===== src/rtl/counter_sequencer_pkg.sv =====
// Shared types and default widths for the counter sequencer controller.
package counter_sequencer_pkg;

    localparam int unsigned DEF_WIDTH      = 4;
    localparam int unsigned DEF_PRESCALE_W = 8;
    localparam int unsigned DEF_PERIODS_W  = 8;

    typedef enum logic [1:0] {
        OP_START_ONESHOT  = 2'd0,
        OP_START_PERIODIC = 2'd1,
        OP_STOP           = 2'd2,
        OP_CLEAR          = 2'd3
    } op_e;

    typedef enum logic [1:0] {
        ST_IDLE  = 2'd0,
        ST_CLEAR = 2'd1,
        ST_RUN   = 2'd2
    } state_e;

    typedef enum logic {
        MODE_ONESHOT  = 1'b0,
        MODE_PERIODIC = 1'b1
    } mode_e;

    function automatic logic is_start(input op_e op);
        return (op == OP_START_ONESHOT) || (op == OP_START_PERIODIC);
    endfunction

endpackage


===== src/rtl/counter_sequencer_if.sv =====
// Command port of the counter sequencer: valid/ready handshake plus opcode and start fields.
interface counter_sequencer_if
    import counter_sequencer_pkg::*;
#(
    parameter int unsigned WIDTH      = DEF_WIDTH,
    parameter int unsigned PRESCALE_W = DEF_PRESCALE_W
);
    logic                  cmd_valid_i;
    logic                  cmd_ready_o;
    logic [1:0]            cmd_op_i;
    logic [WIDTH-1:0]      cmd_target_i;
    logic [PRESCALE_W-1:0] cmd_prescale_i;

    modport master (
        output cmd_valid_i, cmd_op_i, cmd_target_i, cmd_prescale_i,
        input  cmd_ready_o
    );

    modport slave (
        input  cmd_valid_i, cmd_op_i, cmd_target_i, cmd_prescale_i,
        output cmd_ready_o
    );
endinterface


===== src/rtl/counter_sequencer_prescaler.sv =====
// Reloading down-counter; tick is high while the remaining count is zero.
module counter_sequencer_prescaler
    import counter_sequencer_pkg::*;
#(
    parameter int unsigned PRESCALE_W = DEF_PRESCALE_W
) (
    input  logic                  clk,
    input  logic                  rst,
    input  logic                  load,
    input  logic                  count,
    input  logic [PRESCALE_W-1:0] load_value,
    output logic                  tick
);
    logic [PRESCALE_W-1:0] remaining;

    // Counting down from prescale to 0 matches an up-count 0..prescale ticking at the top.
    always_ff @(posedge clk) begin
        if (rst) begin
            remaining <= '0;
        end else if (load) begin
            remaining <= load_value;
        end else if (count) begin
            if (remaining == '0) begin
                remaining <= load_value;
            end else begin
                remaining <= remaining - PRESCALE_W'(1);
            end
        end
    end

    assign tick = (remaining == '0);
endmodule


===== src/rtl/counter_sequencer.sv =====
// Command-driven sequencer for an enable-gated up-counter with prescaled enables and terminal stop.
module counter_sequencer
    import counter_sequencer_pkg::*;
#(
    parameter int unsigned WIDTH      = DEF_WIDTH,
    parameter int unsigned PRESCALE_W = DEF_PRESCALE_W,
    parameter int unsigned PERIODS_W  = DEF_PERIODS_W
) (
    input  logic                 clock_i,
    input  logic                 reset_i,
    counter_sequencer_if.slave   cmd,
    input  logic [WIDTH-1:0]     counter_value_i,
    output logic                 counter_enable_o,
    output logic                 counter_clear_o,
    output logic                 busy_o,
    output logic                 done_o,
    output logic [PERIODS_W-1:0] periods_o
);
    state_e                state, state_d;
    logic                  start_pending, start_pending_d;
    mode_e                 mode_q;
    logic [WIDTH-1:0]      target_q;
    logic [PRESCALE_W-1:0] prescale_q;
    logic [PERIODS_W-1:0]  periods_q;

    op_e  op;
    logic ready;
    logic accept;
    logic start_cmd;
    logic at_target;
    logic tick;

    assign op        = op_e'(cmd.cmd_op_i);
    assign ready     = !reset_i && (state != ST_CLEAR);
    assign accept    = cmd.cmd_valid_i && ready;
    assign start_cmd = accept && is_start(op);
    assign at_target = (state == ST_RUN) && (counter_value_i == target_q);

    assign cmd.cmd_ready_o  = ready;
    assign done_o           = !reset_i && at_target;
    assign counter_enable_o = !reset_i && (state == ST_RUN) && !at_target && tick;
    assign counter_clear_o  = reset_i || (state == ST_CLEAR);
    assign busy_o           = !reset_i && (state != ST_IDLE);
    assign periods_o        = periods_q;

    counter_sequencer_prescaler #(
        .PRESCALE_W(PRESCALE_W)
    ) u_prescaler (
        .clk        (clock_i),
        .rst        (reset_i),
        .load       (state == ST_CLEAR),
        .count      (state == ST_RUN),
        .load_value (prescale_q),
        .tick       (tick)
    );

    always_ff @(posedge clock_i) begin
        if (reset_i) begin
            state         <= ST_IDLE;
            start_pending <= 1'b0;
        end else begin
            state         <= state_d;
            start_pending <= start_pending_d;
        end
    end

    // An accepted command always overrides the terminal-count mode transition.
    always_comb begin
        state_d         = state;
        start_pending_d = start_pending;
        case (state)
            ST_IDLE: begin
                if (start_cmd) begin
                    state_d         = ST_CLEAR;
                    start_pending_d = 1'b1;
                end else if (accept && op == OP_CLEAR) begin
                    state_d         = ST_CLEAR;
                    start_pending_d = 1'b0;
                end
            end
            ST_CLEAR: begin
                state_d         = start_pending ? ST_RUN : ST_IDLE;
                start_pending_d = 1'b0;
            end
            ST_RUN: begin
                if (start_cmd) begin
                    state_d         = ST_CLEAR;
                    start_pending_d = 1'b1;
                end else if (accept && op == OP_STOP) begin
                    state_d = ST_IDLE;
                end else if (accept && op == OP_CLEAR) begin
                    state_d         = ST_CLEAR;
                    start_pending_d = 1'b0;
                end else if (at_target) begin
                    if (mode_q == MODE_PERIODIC) begin
                        state_d         = ST_CLEAR;
                        start_pending_d = 1'b1;
                    end else begin
                        state_d = ST_IDLE;
                    end
                end
            end
            default: begin
                state_d         = ST_IDLE;
                start_pending_d = 1'b0;
            end
        endcase
    end

    always_ff @(posedge clock_i) begin
        if (reset_i) begin
            mode_q     <= MODE_ONESHOT;
            target_q   <= '0;
            prescale_q <= '0;
            periods_q  <= '0;
        end else begin
            if (start_cmd) begin
                mode_q     <= (op == OP_START_PERIODIC) ? MODE_PERIODIC : MODE_ONESHOT;
                target_q   <= cmd.cmd_target_i;
                prescale_q <= cmd.cmd_prescale_i;
            end
            if (start_cmd) begin
                periods_q <= '0;
            end else if (done_o && periods_q != '1) begin
                periods_q <= periods_q + PERIODS_W'(1);
            end
        end
    end
endmodule


===== src/flat_wrapper.sv =====
// flat-port wrapper written by rule: the top's interface ports become plain ports
module counter_sequencer_flat import counter_sequencer_pkg::*;
#(
    parameter int unsigned WIDTH      = DEF_WIDTH,
    parameter int unsigned PRESCALE_W = DEF_PRESCALE_W,
    parameter int unsigned PERIODS_W  = DEF_PERIODS_W
)
  (clock_i, reset_i, counter_value_i, counter_enable_o, counter_clear_o, busy_o, done_o, periods_o, cmd_cmd_valid_i, cmd_cmd_op_i, cmd_cmd_target_i, cmd_cmd_prescale_i, cmd_cmd_ready_o);
  counter_sequencer_if #(.WIDTH(WIDTH), .PRESCALE_W(PRESCALE_W)) cmd_i ();
  input  logic clock_i;
  input  logic reset_i;
  input  logic [WIDTH-1:0] counter_value_i;
  output logic counter_enable_o;
  output logic counter_clear_o;
  output logic busy_o;
  output logic done_o;
  output logic [PERIODS_W-1:0] periods_o;
  input wire logic [$bits(cmd_i.cmd_valid_i)-1:0] cmd_cmd_valid_i;
  input wire logic [$bits(cmd_i.cmd_op_i)-1:0] cmd_cmd_op_i;
  input wire logic [$bits(cmd_i.cmd_target_i)-1:0] cmd_cmd_target_i;
  input wire logic [$bits(cmd_i.cmd_prescale_i)-1:0] cmd_cmd_prescale_i;
  output wire logic [$bits(cmd_i.cmd_ready_o)-1:0] cmd_cmd_ready_o;
  assign cmd_i.cmd_valid_i = cmd_cmd_valid_i;
  assign cmd_i.cmd_op_i = cmd_cmd_op_i;
  assign cmd_i.cmd_target_i = cmd_cmd_target_i;
  assign cmd_i.cmd_prescale_i = cmd_cmd_prescale_i;
  assign cmd_cmd_ready_o = cmd_i.cmd_ready_o;
  counter_sequencer #(.WIDTH(WIDTH), .PRESCALE_W(PRESCALE_W), .PERIODS_W(PERIODS_W)) u_core (.clock_i(clock_i), .reset_i(reset_i), .cmd(cmd_i), .counter_value_i(counter_value_i), .counter_enable_o(counter_enable_o), .counter_clear_o(counter_clear_o), .busy_o(busy_o), .done_o(done_o), .periods_o(periods_o));
endmodule

===== config.mk =====
export PLATFORM = sky130hd
export DESIGN_NAME = counter_sequencer_flat
export DESIGN_NICKNAME = d
export VERILOG_FILES = /design/src/rtl/counter_sequencer_pkg.sv /design/src/rtl/counter_sequencer_if.sv /design/src/rtl/counter_sequencer_prescaler.sv /design/src/rtl/counter_sequencer.sv /design/src/flat_wrapper.sv
export SDC_FILE = /design/constraint.sdc
export NUM_CORES = 1
export LEC_CHECK = 0
export CAP_MARGIN = 10
export CORE_MARGIN = 8
export CORE_UTILIZATION = 40
export DETAILED_ROUTE_END_ITERATION = 8
export PLACE_DENSITY = 0.7
export SLEW_MARGIN = 20
export SYNTH_ARGS = -nofsm -noshare
export SYNTH_HDL_FRONTEND = slang
export SYNTH_SLANG_ARGS = --single-unit

===== constraint.sdc =====
create_clock -name clock_i -period 5.2 [get_ports clock_i]
set_clock_uncertainty 0.15 [all_clocks]
set_input_delay 0.52 -clock clock_i [delete_from_list [all_inputs] [get_ports clock_i]]
set_output_delay 0.52 -clock clock_i [all_outputs]
set_load 0.05 [all_outputs]

Word level (Yosys, flattened, before mapping)

Cells that the tools add are included.

Register bits: 32
Input port bits: 21
Word-level logic and storage cells: 67
Output and inout bits: 13

Reduce and logical (&&, ||, !) cells: 24
Equal/unequal tests: 13
Mux-type cells: 21
Add/sub/neg operators: 2

Operators by type and width:

| cell                  | number |
|---|---|
| $mux W8               | 3 |
| $mux W2               | 7 |
| $logic_and A1 B1 Y1   | 12 |
| $mux W1               | 9 |
| $add A8 B1 Y8 const B | 1 |
| $logic_not A8 Y1      | 1 |
| $ne A4 B1 Y1 const B  | 2 |
| $ne A8 B8 Y1 const B  | 1 |
| $sub A8 B1 Y8 const B | 1 |
| $eq A2 B2 Y1 const B  | 3 |
| $pmux W2 S3           | 1 |
| $ne A5 B1 Y1 const B  | 1 |
| $eq A2 B1 Y1 const B  | 2 |
| $eq A4 B4 Y1          | 1 |
| $logic_not A2 Y1      | 2 |
| $reduce_and A4 Y1     | 1 |
| $reduce_bool A2 Y1    | 2 |
| $ne A3 B1 Y1 const B  | 1 |
| $ne A3 B2 Y1 const B  | 1 |
| $logic_not A1 Y1      | 2 |
| $logic_or A1 B1 Y1    | 2 |
| $ne A2 B1 Y1 const B  | 1 |
| $pmux W1 S2           | 1 |
| $reduce_and A2 Y1     | 1 |
| $reduce_or A2 Y1      | 1 |

Logic depth before layout (Yosys ltp)

Depth after elaboration: 8
Mapped depth: 9
Depth with buffers taken out: 6

By module

A second synthesis with hierarchy kept.

Cell total of the unflattened synthesis: 198
Area total of the unflattened synthesis: 1,788.0 µm²

By module, submodules not included:

| module                      | times used | area an instance (µm²) | cells each | seq. area each (µm²) |
|---|---|---|---|---|
| counter_sequencer           | 1          | 1,159.9                | 126        | 480.5 |
| counter_sequencer_prescaler | 1          | 628.1                  | 72         | 160.2 |

Worst setup path before layout

OpenSTA, ideal clock, no wires.

Path type: register to output
Start: register u_core.u_prescaler.remaining[0]
End: output port counter_enable_o
Arrival: 2,032 ps
Stages on the path, launching flop included: 6
Path slack: 2,498 ps
Buffers on the path: 0
Path through: dfxtp_1 -> inv_1 -> ha_1 -> nor3b_1 -> nand2_1 -> nor3_1

Cells in the longest elaborated chain, start to end: 2

RTL lines:

| what                   | RTL line                          | text |
|---|---|---|
| from (decl)            | counter_sequencer_prescaler.sv:14 | `logic [PRESCALE_W-1:0] remaining;` |
| from (signal assigned) | counter_sequencer_prescaler.sv:21 | `remaining <= load_value;` |
| from (signal assigned) | counter_sequencer_prescaler.sv:24 | `remaining <= load_value;` |
| from (signal assigned) | counter_sequencer_prescaler.sv:26 | `remaining <= remaining - PRESCALE_W'(1);` |
| $logic_not A8 Y1       | counter_sequencer_prescaler.sv:31 | `assign tick = (remaining == '0);` |
| $logic_and A1 B1 Y1    | counter_sequencer.sv:41           | `assign counter_enable_o = !reset_i && (state == ST_RUN) && !at_target && tick;` |
| to (decl)              | flat_wrapper.sv:13                | `output logic counter_enable_o;` |

No other way between the ends.

Final worst setup path

Start: input port reset_i
End: output port counter_enable_o

Cells in the longest elaborated chain, start to end: 4

RTL lines:

| what                              | RTL line                | text |
|---|---|---|
| from (decl)                       | flat_wrapper.sv:11      | `input logic reset_i;` |
| $logic_not A1 Y1                  | counter_sequencer.sv:41 |  |
| $logic_and A1 B1 Y1 (3 in series) | counter_sequencer.sv:41 |  |

No other way between the ends.

==> impl_metrics.json <==
{
  "clock_latency_ps": 290,
  "seq_area_frac_synth_pct": 35.19,
  "antenna_found_initial": 0,
  "htree_levels": 2,
  "syn_avg_cell_area_um2": 7.985,
  "dieArea_um2": 6966,
  "grt_max_degree": 37,
  "setup-tns-final_ps": 0,
  "end_kind": "primary output",
  "fmax_ghz": 0.2867,
  "cts_root_buf": "clkbuf_8",
  "worstPathRequired_ps": 4530,
  "drive_above_1_share_pct": 4.669,
  "firstDrtPassIters": 4,
  "antenna_cells": 0,
  "leakage_nw": 0.7594,
  "place.port_buffers": 33,
  "cts_buffers": 5,
  "worstHoldPathType": "flip-flop to flip-flop",
  "finalWirelength_um": 4622,
  "syn_inst": 228,
  "cp.arrival_ps": 2820,
  "post_cts_buffers": 0,
  "fin_crit_ps": 3487,
  "ys_async_sr_fraction_pct": 0,
  "avgRoutedWirePerCell_um": 14.96,
  "cts_resized": 0,
  "cap_violations": 0,
  "fin_util_pct": 51.00,
  "dr_total_vias": 1707,
  "syn-num-nets": 256,
  "cp_max_fo": 36,
  "start_util_pct": 41.52,
  "cts_tree": "done",
  "place_congestion": 0.8129,
  "gr-total-overflow": 0,
  "clkSinkCount": 32,
  "setup_slack_ps": 1713,
  "p_per_area_nw_per_um2": 424.6,
  "total_power_uw": 949.5,
  "critPathKind": "primary input to primary output",
  "rsz0062_at_grt": "false",
  "worst_slew_margin_rel_pct": 64.20,
  "hold_viol": 0,
  "setup_viol": 0,
  "final_cell_mix": "nand2_1 (42), clkdlybuf4s50_1 (33), dfxtp_1 (32)",
  "ys_ff_latch": 32,
  "area_growth_pct": 22.82,
  "final_common_cell": "nand2_1",
  "grt_pass1_wl_um": 7817,
  "cp-start-kind": "primary input",
  "die_h_um": 83.46,
  "nets": 285,
  "dp_slack_ps": 1727,
  "die_w_um": 83.46,
  "dpl_cell_area_um2": 2158,
  "rows": 24,
  "core_um2": 4384,
  "hpwlAfterDp_um": 3315,
  "grt_pass1_vias": 1646,
  "netlist_area_um2": 1820,
  "clockBufferDepth": 2,
  "synth_flop_cell": "dfxtp_1",
  "fill_cells": 429,
  "route.detailed.drc": 0,
  "peakVddDrop_uv": 332.3,
  "synth.largest_area_cell": "dfxtp_1",
  "status": "complete, no violations",
  "ys_top_cells_by_area": "dfxtp_1 (35%), nand2_1 (8.7%), a21oi_1 (6.3%)",
  "pin_count": 34,
  "fin_area_um2": 2236,
  "tightest_slew_ps": 535.6,
  "ctsHoldBuffers": 0,
  "synth_top_area_share_pct": 35.19,
  "fin_crit_sh_pct": 67.07,
  "via_per_inst": 5.524,
  "slew_violations": 0,
  "drt_iter0_drc": 124,
  "yosysUniqueCellTypes": 51,
  "ys_warn_count": 0,
  "grtUsageTotal_pct": 13.10,
  "drtAntennaViolNets": 0,
  "synth_edf_count": 0,
  "clk_pin_slew_ps": 70
}
==> stage by stage <==
| stage | hold slack [ps] | cells |
|---|---|---|
| after floorplan | 286.1 | 228 |
| after global placement | 299.8 | 302 |
| after detailed placement | 303.4 | 302 |
| after CTS | 312.7 | 309 |
| after global routing | 327.0 | 309 |
| final | 313.4 | 309 |
==> sequential cells by signal (all words and copies together), names as in the netlist <==
name,flops
u_core.start_pending,1
u_core.mode_q,1
u_core.prescale_q,8
u_core.target_q,4
u_core.state,2
u_core.periods_o,8
u_core.u_prescaler.remaining,8
==> synthesized netlist by cell type (4+ instances only) <==
library cell / instances
or4_1: 4
o31ai_1: 4
buf_2: 4
o21ai_0: 7
mux2i_1: 6
dfxtp_1: 32
nand3_1: 4
nand2_1: 42
xnor2_1: 4
a21oi_1: 23
nor3_1: 8
nor2_1: 12
inv_1: 11
clkbuf_1: 5
nand4_1: 6
ha_1: 7
==> worst paths after layout <==
check                               startpoint                                 to  slack (ps)  cells after the start
max                                    reset_i                   counter_enable_o        1710                      6
min          u_core.prescale_q[1]$_SDFFE_PP0P_  u_core.prescale_q[1]$_SDFFE_PP0P_         310                      2
max reg2reg       u_core.state[1]$_SDFFE_PP0P_   u_core.periods_o[3]$_SDFFE_PP0P_        2750                      6
min reg2reg  u_core.prescale_q[1]$_SDFFE_PP0P_  u_core.prescale_q[1]$_SDFFE_PP0P_         310                      2
==> cells by family (layout without fill, tap and decap cells) <==
group	Yosys count	count (layout)	share of synthesized area, %
and+or+nand+nor	96	96	27.29
muxes	6	6	3.299
buffers and inverters	25	54	6.460
AOI/OAI and AO/OA	58	58	21.03
DFF	32	32	35.19
adders and majority gates	7	7	4.811
xor gates and xnor gates	4	4	1.924
==> worst max-delay path, stage by stage <==
cell and delay, ps:
clkdlybuf4s50_1 400, buf_4 250, inv_1 310, nand2_1 250
nor3_1 240, clkdlybuf4s50_1 840
==> report_power, final <==
| part | switching (mW) | internal [mW] |
|---|---|---|
| Sequential | 0.0405 | 0.278 |
| Clock | 0.0941 | 0.0909 |
| Combinational | 0.275 | 0.172 |
| Total | 0.409 | 0.540 |
==> layout make-up <==
cell class | count | area (um2) | share of cell area (%)
repair buffers | 35 | 345.3 | 15.44
inverters | 12 | 45.04 | 2.015
clock buffers | 6 | 72.57 | 3.246
multi-input cells | 171 | 1062 | 47.51
flip-flops and latches | 32 | 640.6 | 28.65
well taps | 52 | 65.06 | 2.910
clock inverters | 1 | 5.005 | 0.2238
==> layer usage <==
metal | wire (um) | track usage, % | share of wire [%] | vias up
met5 | 0 | 0 | 0 | -
met4 | 49 | 5.651 | 1.1 | 0
met3 | 257 | 3.223 | 5.6 | 5
met2 | 2060 | 19.73 | 45 | 38
met1 | 2255 | 17.21 | 49 | 775
li1 | - | - | - | 889
Power figures use the tool's default switching activity.
==> RTL change, RTL diff (config.mk and constraints unchanged) <==
Re-encode `state_e` (3 states) as one-hot, 3 bits wide.
--- a/src/rtl/counter_sequencer_pkg.sv
+++ b/src/rtl/counter_sequencer_pkg.sv
@@ -12,10 +12,10 @@
         OP_CLEAR          = 2'd3
     } op_e;
 
-    typedef enum logic [1:0] {
-        ST_IDLE  = 2'd0,
-        ST_CLEAR = 2'd1,
-        ST_RUN   = 2'd2
+    typedef enum logic [2:0] {
+        ST_IDLE  = 3'b001,
+        ST_CLEAR = 3'b010,
+        ST_RUN   = 3'b100
     } state_e;
 
     typedef enum logic {
Function: no difference found for any inputs over 10 cycles, from zero or initial values and one cycle with reset_i high; not proved beyond that.
==> RTL change against the original RTL <==
  * Wire length fell by 5.1%
  * Worst setup slack better by 0.13 ns
  * Cell area grew 0.45%
  * Sequential cell count increased by 1
  * Critical path depth down 1
  * Count of clock-buffer cells in the layout stayed put
  * First-iteration DRC count grew 56%
  * Synthesized area increased by 2.1%
  * Critical endpoint is now done_o
  * Largest cell class unchanged
  * Synthesized cell count is 4.4% lower
  * Core utilization decreased by 0.12 points
Power is not compared: it rests on default switching activity, and its combinational part moved more than twofold at a synthesized area within 25%.
==> RTL change: results (changes against the original RTL) <==
Worst relative slew slack: 52.3% (-12 points)
Worst Path Arrival: 2.68 ns (-0.14 ns)
Global-route wire length before repair: 7450 microns (-4.8%)
Yosys cell types: 48 (-5.9%)
Routed len/inst: 14.9 microns (-0.22%)
P_clk: 199 uW
Final clock-cell share: 4.01% (+0.54 points)
Buffers, non-clock: 34 (-2.9%)
Combinational share of power: 10.3%
Global-route usage over all layers: 12.4% (-0.72 points)
Total design power: 514 uW
Pre-CTS setup slack: 1.84 ns (+0.114 ns)
CP Launch Point: counter_value_i[2]
Total core area: 4410 sq um (+0.68%)
Placed inst area: 2160 sq um (-0.12%)
Hold path endpoint: u_core.prescale_q[5]
Metal3 WL: 196 microns (-24%)
Seq cells: 33 (+3.1%)
Root Buffer: clkbuf_8
#MultiIn Comb: 161 (-5.8%)
Cells after Synth: 218 (-4.4%)
R2R cell count: 4 (-2)
Met1 WL: 2100 microns (-6.7%)
Inverters: 7 (-5)
Hold path startpoint: u_core.prescale_q[5]
R2R setup slack: 3.05 ns (+0.30 ns)
Post-synthesis sequential area ratio: 35.6% (+0.37 points)
Post-Syn Nets: 242 (-5.5%)
DRT iter0 DRCs: 194 (+56%)
Pin count of the biggest net entering global routing: 31 (-16%)
Vias after detailed routing: 1695 (-0.70%)
Reg2reg start: u_core.state[1]
Total Nets Final: 266 (-6.7%)
Initial core utilization: 42.1% (+0.57 points)
Met2 usage: 19.3% (-0.44 points)
Multi-input logic area: 1070 sq um (+0.35%)
Share of layout cells above drive strength 1: 6.20% (+1.5 points)
Largest cells by area after synthesis: dfxtp_1 (36%), mux2i_1 (8.6%), nor2_1 (5.9%)
Global routing usage on met3: 3.09% (-0.13 points)
Fillcell total: 411 (-4.2%)
Fin Setup TNS: 0 ns (unchanged)
Status: finished, final reports clean
Reg-to-reg critical path endpoint: u_core.u_prescaler.remaining[1]
Post-DP HPWL: 3210 microns (-3.2%)
Net Switching: 125 uW
Util after Layout: 50.9% (-0.12 points)
M1 GR Usage: 16.1% (-1.1 points)
Hold WS: 0.349 ns (+0.0358 ns)
Yosys Warn Count: 0 (unchanged)
Vias in the first global route: 1588 (-3.5%)
Met2 WL: 2020 microns (-1.8%)
GPL Wtd Cong: 0.879 (+8.2%)
Crit path max fanout: 12 (-67%)
Register area: 661 sq um (+3.1%)
Post-Layout Cell Count: 294 (-4.9%)
Synth cell count leaders: dfxtp_1 (33), nor2_1 (29), mux2i_1 (16)
==> RTL change: cell types whose count changed in the layout (fill, tap and decap cells not counted), moves of 4 or more <==
cell      delta
nor2_1      +17
ha_1         -4
nand2b_1     +6
nand4_1      -4
nand2_1     -34
nor3_1       -4
inv_1        -4
a21oi_1     -10
mux2i_1     +10
a211oi_1     +4
==> RTL change: cell families (layout without fill, tap and decap cells) <==
logic type | after synthesis | count (layout) | share of synthesized area, %
flip-flops | 33 | 33 | 35.6
multiplexers | 17 | 17 | 9.23
AO/OA/AOI/OAI | 54 | 54 | 19.5
XOR/XNOR | 5 | 5 | 2.36
AND/OR/NAND/NOR | 82 | 82 | 24.3
buffers and inverters | 24 | 48 | 7.07
adder cells (fa/ha/maj) | 3 | 3 | 2.02
==> RTL change: worst max-delay path by stage <==
stage | to | slack (ns)
after floorplan | counter_enable_o | 1.98
after global placement | counter_enable_o | 1.85
after detailed placement | done_o | 1.84
after CTS | done_o | 1.85
after global routing | counter_enable_o | 1.72
final | done_o | 1.85
